--- config.mk ---
export PLATFORM = sky130hd
export DESIGN_NAME = fare_meter
export DESIGN_NICKNAME = d
export VERILOG_FILES = /design/src/rtl/fare_pkg.sv /design/src/rtl/sig_filter.sv /design/src/rtl/fare_meter.sv
export SDC_FILE = /design/constraint.sdc
export NUM_CORES = 1
export LEC_CHECK = 0
export ABC_AREA = 0
export BUFFER_PORTS_ARGS = -buffer_cell sky130_fd_sc_hd__buf_4
export CORE_MARGIN = 2
export CORE_UTILIZATION = 50
export CTS_BUF_LIST = sky130_fd_sc_hd__clkbuf_8 sky130_fd_sc_hd__clkbuf_16
export DETAILED_ROUTE_END_ITERATION = 16
export PLACE_DENSITY_LB_ADDON = 0.2
export SLEW_MARGIN = 20
export SYNTH_ARGS = -nofsm -noshare
export SYNTH_HDL_FRONTEND = slang
export SYNTH_SLANG_ARGS = --single-unit
--- constraint.sdc ---
create_clock -name sys_clk -period 3 [get_ports sys_clk]
set_clock_uncertainty 0.15 [all_clocks]
set_input_delay 0.15 -clock sys_clk [delete_from_list [all_inputs] [get_ports sys_clk]]
set_output_delay 0.15 -clock sys_clk [all_outputs]
set_load 0.02 [all_outputs]
--- src/rtl/fare_pkg.sv ---
`default_nettype none
// ============================================================================
//  Module      : fare_pkg
//  Description : Shared types and constants for the taxi fare meter:
//                meter state encoding, display constants and the
//                saturating fare-step helper.
//  Revision    : 1.0 - initial release
// ============================================================================
package fare_pkg;

    // Meter state encoding
    typedef enum logic [1:0] {
        ST_IDLE = 2'd0,
        ST_RUN  = 2'd1,
        ST_STOP = 2'd2
    } meter_state_t;

    // Largest fare the six-digit display can show (9999.99 yuan)
    localparam logic [19:0] PRICE_MAX = 20'd999_999;

    // Decimal point after the second digit from the right: xxxx.xx
    localparam logic [5:0]  POINT_FMT = 6'b000_100;

    // Adds one fare step and clamps at PRICE_MAX. The sum is formed one bit
    // wider than the fare so a step near the top of the range cannot wrap
    // before the clamp sees it.
    function automatic logic [19:0] price_step(input logic [19:0] cur,
                                               input logic [19:0] step);
        logic [20:0] sum;
        sum = {1'b0, cur} + {1'b0, step};
        if (sum > {1'b0, PRICE_MAX}) begin
            return PRICE_MAX;
        end
        return sum[19:0];
    endfunction

endpackage : fare_pkg
`default_nettype wire

--- src/rtl/sig_filter.sv ---
`default_nettype none
// ============================================================================
//  Module      : sig_filter
//  Description : Conditions one asynchronous input pin: two-flop
//                synchroniser, stability filter and registered one-cycle
//                rise/fall strobes of the filtered level.
//  Revision    : 1.0 - initial release
// ============================================================================
module sig_filter #(
    parameter int   FILT_CYC = 4,     // cycles a level must be stable (>= 1)
    parameter logic INIT     = 1'b0   // idle level of the pin after reset
) (
    input  logic clk,
    input  logic rst_n,
    input  logic din,
    output logic rise,
    output logic fall
);

    localparam int            CW       = (FILT_CYC > 1) ? $clog2(FILT_CYC) : 1;
    localparam logic [CW-1:0] CNT_LAST = CW'(FILT_CYC - 1);

    logic          sync1_q, sync2_q;
    logic          filt_q,  filt_d;
    logic          dly_q;
    logic [CW-1:0] cnt_q,   cnt_d;
    logic          rise_q,  rise_d;
    logic          fall_q,  fall_d;

    // Stability filter: count consecutive cycles in which the synchronised
    // value disagrees with the filtered level; accept it on the FILT_CYC-th.
    // Any return to agreement restarts the count.
    always_comb begin
        cnt_d  = cnt_q;
        filt_d = filt_q;
        if (sync2_q == filt_q) begin
            cnt_d = '0;
        end else if (cnt_q == CNT_LAST) begin
            filt_d = sync2_q;
            cnt_d  = '0;
        end else begin
            cnt_d = cnt_q + 1'b1;
        end
        rise_d = filt_q & ~dly_q;
        fall_d = ~filt_q & dly_q;
    end

    // Synchroniser, filter state and edge-strobe registers
    always_ff @(posedge clk or negedge rst_n) begin
        if (!rst_n) begin
            sync1_q <= INIT;
            sync2_q <= INIT;
            filt_q  <= INIT;
            dly_q   <= INIT;
            cnt_q   <= '0;
            rise_q  <= 1'b0;
            fall_q  <= 1'b0;
        end else begin
            sync1_q <= din;
            sync2_q <= sync1_q;
            filt_q  <= filt_d;
            dly_q   <= filt_q;
            cnt_q   <= cnt_d;
            rise_q  <= rise_d;
            fall_q  <= fall_d;
        end
    end

    assign rise = rise_q;
    assign fall = fall_q;

endmodule : sig_filter
`default_nettype wire

--- src/rtl/fare_meter.sv ---
`default_nettype none
// ============================================================================
//  Module      : fare_meter
//  Description : Taxi fare computation stage. Conditions the wheel-pulse and
//                status-key pins, runs the IDLE/RUN/STOP meter and
//                accumulates distance (100 m units) and fare (0.01 yuan)
//                for the seven-segment display driver downstream.
//  Revision    : 1.0 - initial release
// ============================================================================
module fare_meter
    import fare_pkg::*;
#(
    parameter int CLK_FREQ       = 50_000_000,
    parameter int KEY_DEB_CYC    = 1_000_000,
    parameter int PULSE_FILT_CYC = 50,
    parameter int PULSE_PER_100M = 10,
    parameter int START_DIST     = 30,
    parameter int BASE_FARE      = 1000,
    parameter int STEP_FARE      = 20,
    parameter int BLINK_CYC      = 12_500_000
) (
    input  logic        sys_clk,
    input  logic        sys_rst_n,
    input  logic        pulse_port,
    input  logic        stat_port,
    output logic [19:0] price,
    output logic [5:0]  point,
    output logic        seg_en,
    output logic        sign,
    output logic        stat_led
);

    // CLK_FREQ documents the clock the cycle counts were derived from
    localparam int             CLK_FREQ_HZ = CLK_FREQ;

    localparam int             PCW         = (PULSE_PER_100M > 1) ? $clog2(PULSE_PER_100M) : 1;
    localparam logic [PCW-1:0] PCNT_LAST   = PCW'(PULSE_PER_100M - 1);
    localparam int             BCW         = (BLINK_CYC > 1) ? $clog2(BLINK_CYC) : 1;
    localparam logic [BCW-1:0] BLINK_LAST  = BCW'(BLINK_CYC - 1);
    localparam logic [15:0]    START_D16   = 16'(START_DIST);
    localparam logic [19:0]    BASE_PRICE  = 20'(BASE_FARE);
    localparam logic [19:0]    STEP_PRICE  = 20'(STEP_FARE);

    // Conditioned input strobes
    logic key_press;          // status key pressed (filtered 1 -> 0)
    logic wheel_evt;          // wheel pulse (filtered 0 -> 1)
    logic key_rise_unused;    // key release is not used by the meter
    logic wheel_fall_unused;  // trailing wheel edge is not used

    // Meter state
    meter_state_t   state_q,  state_d;
    logic [19:0]    price_q,  price_d;
    logic [15:0]    dist_q,   dist_d;
    logic [PCW-1:0] pcnt_q,   pcnt_d;
    logic [BCW-1:0] blink_q,  blink_d;
    logic           led_q,    led_d;
    logic           seg_en_q, seg_en_d;
    logic [15:0]    dist_inc;

    // Status key idles high (active-low button)
    sig_filter #(
        .FILT_CYC (KEY_DEB_CYC),
        .INIT     (1'b1)
    ) u_key_filt (
        .clk   (sys_clk),
        .rst_n (sys_rst_n),
        .din   (stat_port),
        .rise  (key_rise_unused),
        .fall  (key_press)
    );

    // Wheel pulse idles low
    sig_filter #(
        .FILT_CYC (PULSE_FILT_CYC),
        .INIT     (1'b0)
    ) u_pulse_filt (
        .clk   (sys_clk),
        .rst_n (sys_rst_n),
        .din   (pulse_port),
        .rise  (wheel_evt),
        .fall  (wheel_fall_unused)
    );

    // Distance plus one 100 m unit, held at the top of the 16-bit range
    assign dist_inc = (dist_q == 16'hFFFF) ? dist_q : dist_q + 16'd1;

    // Next-state logic for the meter; a key press always takes priority
    // over a wheel event arriving in the same cycle.
    always_comb begin
        state_d  = state_q;
        price_d  = price_q;
        dist_d   = dist_q;
        pcnt_d   = pcnt_q;
        blink_d  = blink_q;
        led_d    = led_q;
        seg_en_d = 1'b1;

        case (state_q)
            ST_IDLE: begin
                price_d = '0;
                dist_d  = '0;
                pcnt_d  = '0;
                blink_d = '0;
                led_d   = 1'b0;
                if (key_press) begin
                    state_d = ST_RUN;
                    price_d = BASE_PRICE;
                    led_d   = 1'b1;
                end
            end

            ST_RUN: begin
                led_d = 1'b1;
                if (key_press) begin
                    state_d = ST_STOP;
                    blink_d = '0;
                end else if (wheel_evt) begin
                    if (pcnt_q == PCNT_LAST) begin
                        pcnt_d = '0;
                        dist_d = dist_inc;
                        // Only distance beyond the base-fare allowance costs extra
                        if (dist_inc > START_D16) begin
                            price_d = price_step(price_q, STEP_PRICE);
                        end
                    end else begin
                        pcnt_d = pcnt_q + 1'b1;
                    end
                end
            end

            ST_STOP: begin
                if (key_press) begin
                    state_d = ST_IDLE;
                    price_d = '0;
                    dist_d  = '0;
                    pcnt_d  = '0;
                    blink_d = '0;
                    led_d   = 1'b0;
                end else if (blink_q == BLINK_LAST) begin
                    blink_d = '0;
                    led_d   = ~led_q;
                end else begin
                    blink_d = blink_q + 1'b1;
                end
            end

            default: begin
                state_d = ST_IDLE;
                price_d = '0;
                dist_d  = '0;
                pcnt_d  = '0;
                blink_d = '0;
                led_d   = 1'b0;
            end
        endcase
    end

    // Meter registers, display enable included
    always_ff @(posedge sys_clk or negedge sys_rst_n) begin
        if (!sys_rst_n) begin
            state_q  <= ST_IDLE;
            price_q  <= '0;
            dist_q   <= '0;
            pcnt_q   <= '0;
            blink_q  <= '0;
            led_q    <= 1'b0;
            seg_en_q <= 1'b0;
        end else begin
            state_q  <= state_d;
            price_q  <= price_d;
            dist_q   <= dist_d;
            pcnt_q   <= pcnt_d;
            blink_q  <= blink_d;
            led_q    <= led_d;
            seg_en_q <= seg_en_d;
        end
    end

    assign price    = price_q;
    assign point    = POINT_FMT;
    assign seg_en   = seg_en_q;
    assign sign     = 1'b0;
    assign stat_led = led_q;

endmodule : fare_meter
`default_nettype wire

After elaboration in Yosys (flattened, before gate mapping). Index checks and enable logic that the tools add are counted.

Output and inout port bits: 29. Logic and storage cells: 100. Input port bits: 4. Flip-flop bits (word level): 104.

Add/subtract/negate cells: 6. Order comparisons: 2. Reduce and logical (&&, ||, !) cells: 7. Muxes and demuxes: 42. Bitwise gates (word level): 7. Equality and inequality tests: 17.

Operator list (number): 20-bit 2-to-1 mux (9); 16-bit 2-to-1 mux (5); 24-bit 2-to-1 mux (3); 20-bit one-hot mux with 3 select lines (1); 24-bit one-hot mux with 2 select lines (1); 16-bit one-hot mux with 2 select lines (1); 24-bit by 1-bit adder with 24-bit output, second input constant (1); 24-bit == test, second input constant (1); 20-bit by 5-bit adder with 21-bit output, second input constant (1); 21-bit by 20-bit > comparator with 1-bit output, second input constant (1); 20-bit by 1-bit adder with 20-bit output, second input constant (1); 20-bit == test, second input constant (1); 16-bit by 1-bit adder with 16-bit output, second input constant (1); 16-bit == test, second input constant (1); 16-bit by 5-bit > comparator with 1-bit output, second input constant (1); 4-bit 2-to-1 mux (4); 6-bit 2-to-1 mux (2); 10-bit 2-to-1 mux (1); 1-bit 2-to-1 mux (9); 2-bit by 1-bit inequality test with 1-bit output, second input constant (4); 4-bit one-hot mux with 2 select lines (1); 6-bit by 1-bit adder with 6-bit output, second input constant (1); 6-bit == test, second input constant (1); 2-bit 2-to-1 mux (3); other kinds (16) (26).

Depth between registers and ports, before layout.
Depth in word-level cells: 14. Depth in mapped cells: 12. Gate-level depth less buffers: 9.

Hierarchy. From an unflattened synthesis, not the netlist that was laid out.

Cell total of the unflattened synthesis: 648. Area, all modules: 5919.4 um2.

By module, submodules not included: fare_meter (cells each 498, seq. area each 1676.6 um2, area an instance 4242.8 um2, instances 1); sig_filter at u_key_filt (cells each 113, seq. area each 655.6 um2, area an instance 1207.4 um2, instances 1); sig_filter at u_pulse_filt (cells each 37, seq. area each 300.3 um2, area an instance 469.2 um2, instances 1).

Worst setup path before layout. No wires, ideal clock.

Kind: register -> register. Start: register price_q[2] (netlist: price[2]). End: register price_q[2] (netlist: price[2]). Data required time: 2729 ps. Cell stages (with the launch flop): 13. Setup slack: 85 ps. Setup time: 121 ps. Data arrival time: 2644 ps. Path buffers: 3. Clock period less this slack: 2915 ps. Path through: dfrtp_1 -> ha_1 -> buf_2 -> nor2_1 -> or3b_4 -> nor3_2 -> a311oi_2 -> o311ai_1 -> a32o_1 -> buf_6 -> buf_8 -> nand2_1 -> a22o_1.

Cells in the longest elaborated chain, start to end: 14.

RTL lines: from (decl) (RTL line fare_meter.sv:52) `logic [19:0] price_q, price_d;`; from (signal assigned) (RTL line fare_meter.sv:170) `price_q <= price_d;`; 20-bit by 5-bit adder with 21-bit output (*) (RTL line fare_pkg.sv:30) `sum = {1'b0, cur} + {1'b0, step};`; 21-bit by 20-bit > comparator with 1-bit output (RTL line fare_pkg.sv:31) `if (sum > {1'b0, PRICE_MAX}) begin`; 1-bit 2-to-1 mux (RTL line fare_pkg.sv:31); 1-bit 2-to-1 mux (RTL line fare_meter.sv:122) `if (dist_inc > START_D16) begin`; 1-bit 2-to-1 mux (RTL line fare_meter.sv:118) `if (pcnt_q == PCNT_LAST) begin`; 1-bit 2-to-1 mux (RTL line fare_meter.sv:117) `end else if (wheel_evt) begin`; 1-bit 2-to-1 mux (RTL line fare_meter.sv:114) `if (key_press) begin`; 1-bit 2-to-1 mux (RTL line fare_meter.sv:98) `case (state_q)`; 20-bit 2-to-1 mux (*) (RTL line fare_pkg.sv:34) `return sum[19:0];`; 20-bit 2-to-1 mux (*) (RTL line fare_meter.sv:122); 20-bit 2-to-1 mux (*) (RTL line fare_meter.sv:118); 20-bit 2-to-1 mux (*) (RTL line fare_meter.sv:117); 20-bit 2-to-1 mux (*) (RTL line fare_meter.sv:114); 20-bit one-hot mux with 3 select lines (*) (RTL line fare_meter.sv:98).

Every way passes the cells marked *; elsewhere a longest branch is shown, timed or not. The select of a mux whose other input is x is not followed. A chain may end at the register's enable or synchronous reset.

Final worst setup path.
Start: register price_q[14] (netlist: price[14]). End: register price_q[16] (netlist: price[16]).

The elaborated chain is that of the path after synthesis.

==> impl_metrics.prom <==
# TYPE chip_impl_metric gauge
chip_impl_metric{name="clkLatencyLatePin",unit="ps"} 350
chip_impl_metric{name="layout_min_cycle_time",unit="ps"} 2775
chip_impl_info{name="most_frequently_used_cell_type_in_the_post_synthesis_netlist",value="dfrtp_1"} 1
chip_impl_metric{name="final_instance_count_excl_fillers",unit=""} 825
chip_impl_metric{name="grt_start_max_net_pins",unit=""} 82
chip_impl_metric{name="worst_hold_path.num_cells",unit=""} 0
chip_impl_metric{name="totalWireLength",unit="um"} 11970
chip_impl_metric{name="number_of_antenna_violations_at_the_first_check_in_global_routing",unit=""} 0
chip_impl_metric{name="achievable_freq",unit="GHz"} 0.3603
chip_impl_metric{name="grt_pass1_wl",unit="um"} 20740
chip_impl_metric{name="place_ws",unit="ps"} -17.98
chip_impl_metric{name="critical_path_arrival",unit="ps"} 2860
chip_impl_metric{name="cts_max_path_buffers",unit=""} 2
chip_impl_metric{name="overflow",unit=""} 0
chip_impl_metric{name="total_area_of_multi_input_combinational_cells",unit="mm^2"} 0.002949
chip_impl_metric{name="number_of_buffers_inserted_during_clock_tree_synthesis",unit=""} 9
chip_impl_metric{name="post_synth_instance_area",unit="mm^2"} 0.005759
chip_impl_metric{name="synth-seq-area-share",unit=""} 0.4484
chip_impl_metric{name="cts.clk_slew.worst_paths",unit="ps"} 70
chip_impl_info{name="cts_root_buf",value="clkbuf_16"} 1
chip_impl_metric{name="drt-pass1-iter-count",unit=""} 5
chip_impl_info{name="cp_top_family",value="compound AO/OA/AOI/OAI gates"} 1
chip_impl_metric{name="path_max_fanout",unit=""} 17
chip_impl_metric{name="switching_share_of_power",unit=""} 0.2272
chip_impl_info{name="worst-setup-path-type",value="flip-flop to flip-flop"} 1
chip_impl_metric{name="postSynthRegisterBits",unit=""} 103
chip_impl_metric{name="area_growth",unit="%"} 13.43
chip_impl_info{name="yosys_top_cell_by_area",value="dfrtp_1"} 1
chip_impl_metric{name="finalHoldWorstSlack",unit="ps"} 202.2
chip_impl_metric{name="final_gp_congestion",unit=""} 0.9011
chip_impl_metric{name="placementRows",unit=""} 39
chip_impl_metric{name="share_of_cells_above_drive_strength_1",unit=""} 0.1554
chip_impl_info{name="cell_types_with_the_largest_area_share_after_synthesis",value="dfrtp_1 (43%), nor2_1 (5.4%), xor2_1 (3.6%)"} 1
chip_impl_metric{name="clock_sinks",unit=""} 103
chip_impl_metric{name="total_leakage_power",unit="nW"} 2.892
chip_impl_metric{name="required",unit="ps"} 3090
chip_impl_metric{name="timing.final.setup_violations",unit=""} 0
chip_impl_metric{name="async_reset_ff_frac",unit=""} 1.000
chip_impl_info{name="min-delay-path-class",value="flip-flop to flip-flop"} 1
chip_impl_metric{name="powerDensity",unit="mW/mm^2"} 391.8
chip_impl_metric{name="die_h",unit="um"} 111.3
chip_impl_metric{name="grt_pass1_vias",unit=""} 4542
chip_impl_metric{name="r2r_slack",unit="ps"} 220
chip_impl_metric{name="cts_max_level",unit=""} 3
chip_impl_metric{name="yosysTopAreaCellShare",unit=""} 0.4302
chip_impl_metric{name="worst_slew_pin_slew",unit="ps"} 740.3
chip_impl_metric{name="design_area",unit="mm^2"} 0.006533
chip_impl_metric{name="syn_area_per_cell",unit="um^2"} 9.127
chip_impl_metric{name="port_buffers",unit=""} 25
chip_impl_metric{name="count_of_flip_flops_with_a_built_in_enable_after_synthesis",unit=""} 0
chip_impl_metric{name="intPower",unit="mW"} 1.978
chip_impl_metric{name="place_hpwl",unit="um"} 8197
chip_impl_metric{name="post_dp_cell_area",unit="mm^2"} 0.006200
chip_impl_metric{name="final_worst_path_setup_slack",unit="ps"} 224.8
chip_impl_metric{name="total_switching_power",unit="mW"} 0.5817
chip_impl_metric{name="finalCritPeriodShare",unit=""} 0.9251
chip_impl_metric{name="dr_total_vias",unit=""} 4796
chip_impl_info{name="worst_r2r_endpoint",value="price[16]"} 1
chip_impl_info{name="slowest_stage",value="dfrtp_1"} 1
chip_impl_info{name="critPathCaptureType",value="flip-flop"} 1
chip_impl_info{name="worst_setup_path_startpoint",value="price[14]"} 1
chip_impl_metric{name="ir_drop",unit="uV"} 389.6
chip_impl_metric{name="drt-vias-per-instance",unit=""} 5.813
chip_impl_metric{name="number_of_nets_at_the_end_of_the_flow",unit=""} 690
chip_impl_info{name="synth-main-ff-cell",value="dfrtp_1"} 1
chip_impl_metric{name="synthCells",unit=""} 631
chip_impl_metric{name="max_cap_viol_count",unit=""} 0
chip_impl_info{name="status",value="finished, final reports clean"} 1
chip_impl_metric{name="post-place-cells",unit=""} 804
chip_impl_metric{name="power.combinational.fraction",unit=""} 0.024
chip_impl_metric{name="fp.dieArea",unit="mm^2"} 0.01239
chip_impl_info{name="min_to",value="u_pulse_filt.sync2_q"} 1
chip_impl_metric{name="p_clk_frac",unit=""} 0.426
chip_impl_info{name="tritoncts_clock_tree",value="built"} 1
chip_impl_metric{name="hold_viol_final",unit=""} 0
chip_impl_metric{name="cpPeakStageDelay",unit="ps"} 530
chip_impl_metric{name="antennaDiodeCount",unit=""} 0
chip_impl_info{name="timing.critical_path.from_type",value="flip-flop"} 1
chip_impl_metric{name="initial_cell_density_of_the_core",unit=""} 0.5087
chip_impl_info{name="reg2reg_from",value="price[14]"} 1
chip_impl_metric{name="detail-route-antenna-nets",unit=""} 0
chip_impl_metric{name="finalMaxSlewViolations",unit=""} 0
chip_impl_info{name="synth.cells.most_frequent",value="dfrtp_1 (99), nor2_1 (83), nand2_1 (54), o21ai_0 (36), nand3_1 (33)"} 1
chip_impl_metric{name="max_slew_margin",unit=""} 0.5064
chip_impl_metric{name="design.portCount",unit=""} 33
chip_impl_metric{name="grt.total_usage",unit=""} 0.2021
chip_impl_metric{name="routed_wire_length_per_instance",unit="um"} 14.51
chip_impl_metric{name="filler_cell_count",unit=""} 982
chip_impl_metric{name="worstRegToRegCells",unit=""} 9
chip_impl_info{name="start_point_of_the_worst_min_delay_path",value="u_pulse_filt.sync1_q"} 1
chip_impl_metric{name="coreArea",unit="mm^2"} 0.01132
chip_impl_metric{name="synthesis.yosys.warnings",unit=""} 0
chip_impl_metric{name="floorplan.die.width",unit="um"} 111.3
chip_impl_info{name="crit_path_cell_trace",value="nand4_1, nor4_1, nor3_1, a221o_1, a32oi_1, a32o_1, buf_6, o21ai_1, a22o_1"} 1
chip_impl_metric{name="synth_cell_type_count",unit=""} 74
chip_impl_metric{name="power_frac_seq",unit=""} 0.549
chip_impl_info{name="setup_repair_after_global_routing_missed_its_margin",value="no"} 1
chip_impl_metric{name="cp.buffers_inverters",unit=""} 1
chip_impl_metric{name="drt_first_iter_violations",unit=""} 346
chip_impl_metric{name="post-route-drc-count",unit=""} 0
chip_impl_metric{name="sequential_cell_area",unit="mm^2"} 0.002587
[layout make-up]
cell class | count | share of cell area
repair buffers | 63 | 0.07470
multi-input cells | 485 | 0.4514
clock buffers | 9 | 0.03448
inverters | 15 | 0.008619
clock inverters | 7 | 0.007278
flip-flops and latches | 103 | 0.3961
well taps | 143 | 0.02739
[worst max path at each step]
stage,end,cells after the start
2_1_floorplan,price[2],12
3_3_place_gp,price[8],9
3_5_place_dp,price[8],9
4_1_cts,price[16],9
5_1_grt,price[16],10
6_report,price[16],9
[layer usage]
metal | vias up | part of all wire | global-route usage
met3 | 16 | 0.055 | 0.03609
met2 | 140 | 0.47 | 0.3199
met4 | 0 | 0.016 | 0.08313
li1 | 2339 | - | -
met1 | 2301 | 0.46 | 0.2772
met5 | - | 0 | 0
[cells in the final DEF, fill, tap and decap left out, types with 9 or more instances in the layout]
master     count
and3_1        18
xor2_1        24
nand2_1       54
o21ai_0       36
inv_1         15
xnor2_1       19
o21ai_1        9
nand2b_1      11
ha_1           9
a31oi_1       15
a21oi_1       21
nor2b_1       12
nor3_1        11
o31ai_1        9
buf_4         58
nand3_1       33
clkbuf_16      9
nor2_1        82
dfrtp_1       95
nand4_1       18
[power by group through the flow]
stage          clock [mW]  combinational [mW]  sequential (mW)
6_report             1.09              0.0622             1.41
3_3_place_gp            0              0.0595             1.43
4_1_cts              1.12              0.0653             1.41
3_5_place_dp            0              0.0613             1.43
5_1_grt              1.18              0.0735             1.41
2_1_floorplan           0              0.0294             1.43
[per-stage QoR]
step	util	setup TNS (ps)	power (mW)
after floorplan	-	0	1.462
after global placement	0.5476	0	1.492
after detailed placement	0.5476	-17.98	1.494
after CTS	0.5746	0	2.596
after global routing	0.5770	0	2.660
final	0.5770	0	2.560
[repair_timing]
action,in CTS,in global routing
setup endpoints to repair,1,6
pin swaps,0,1
resized for setup,1,5
setup buffers,0,2
hold endpoints to repair,77,0
hold buffers,3,0
[state kept, by name, indices dropped and copies added, names as in the netlist, 2 cells and up]
register            cells
pcnt_q                  4
u_key_filt.cnt_q       20
price                  19
dist_q                 16
u_pulse_filt.cnt_q      6
state_q                 2
blink_q                24
[kinds of logic after synthesis]
group,Yosys count,share of synthesized area
flip-flops,103,0.4484
adder cells (fa/ha/maj),9,0.01955
XOR/XNOR,43,0.06539
other,2,0.001304
buffers and inverters,49,0.04388
AND/OR/NAND/NOR,283,0.2538
multiplexers,5,0.009341
AO/OA/AOI/OAI,137,0.1584
Note: power is estimated with default switching activity, not from simulation.
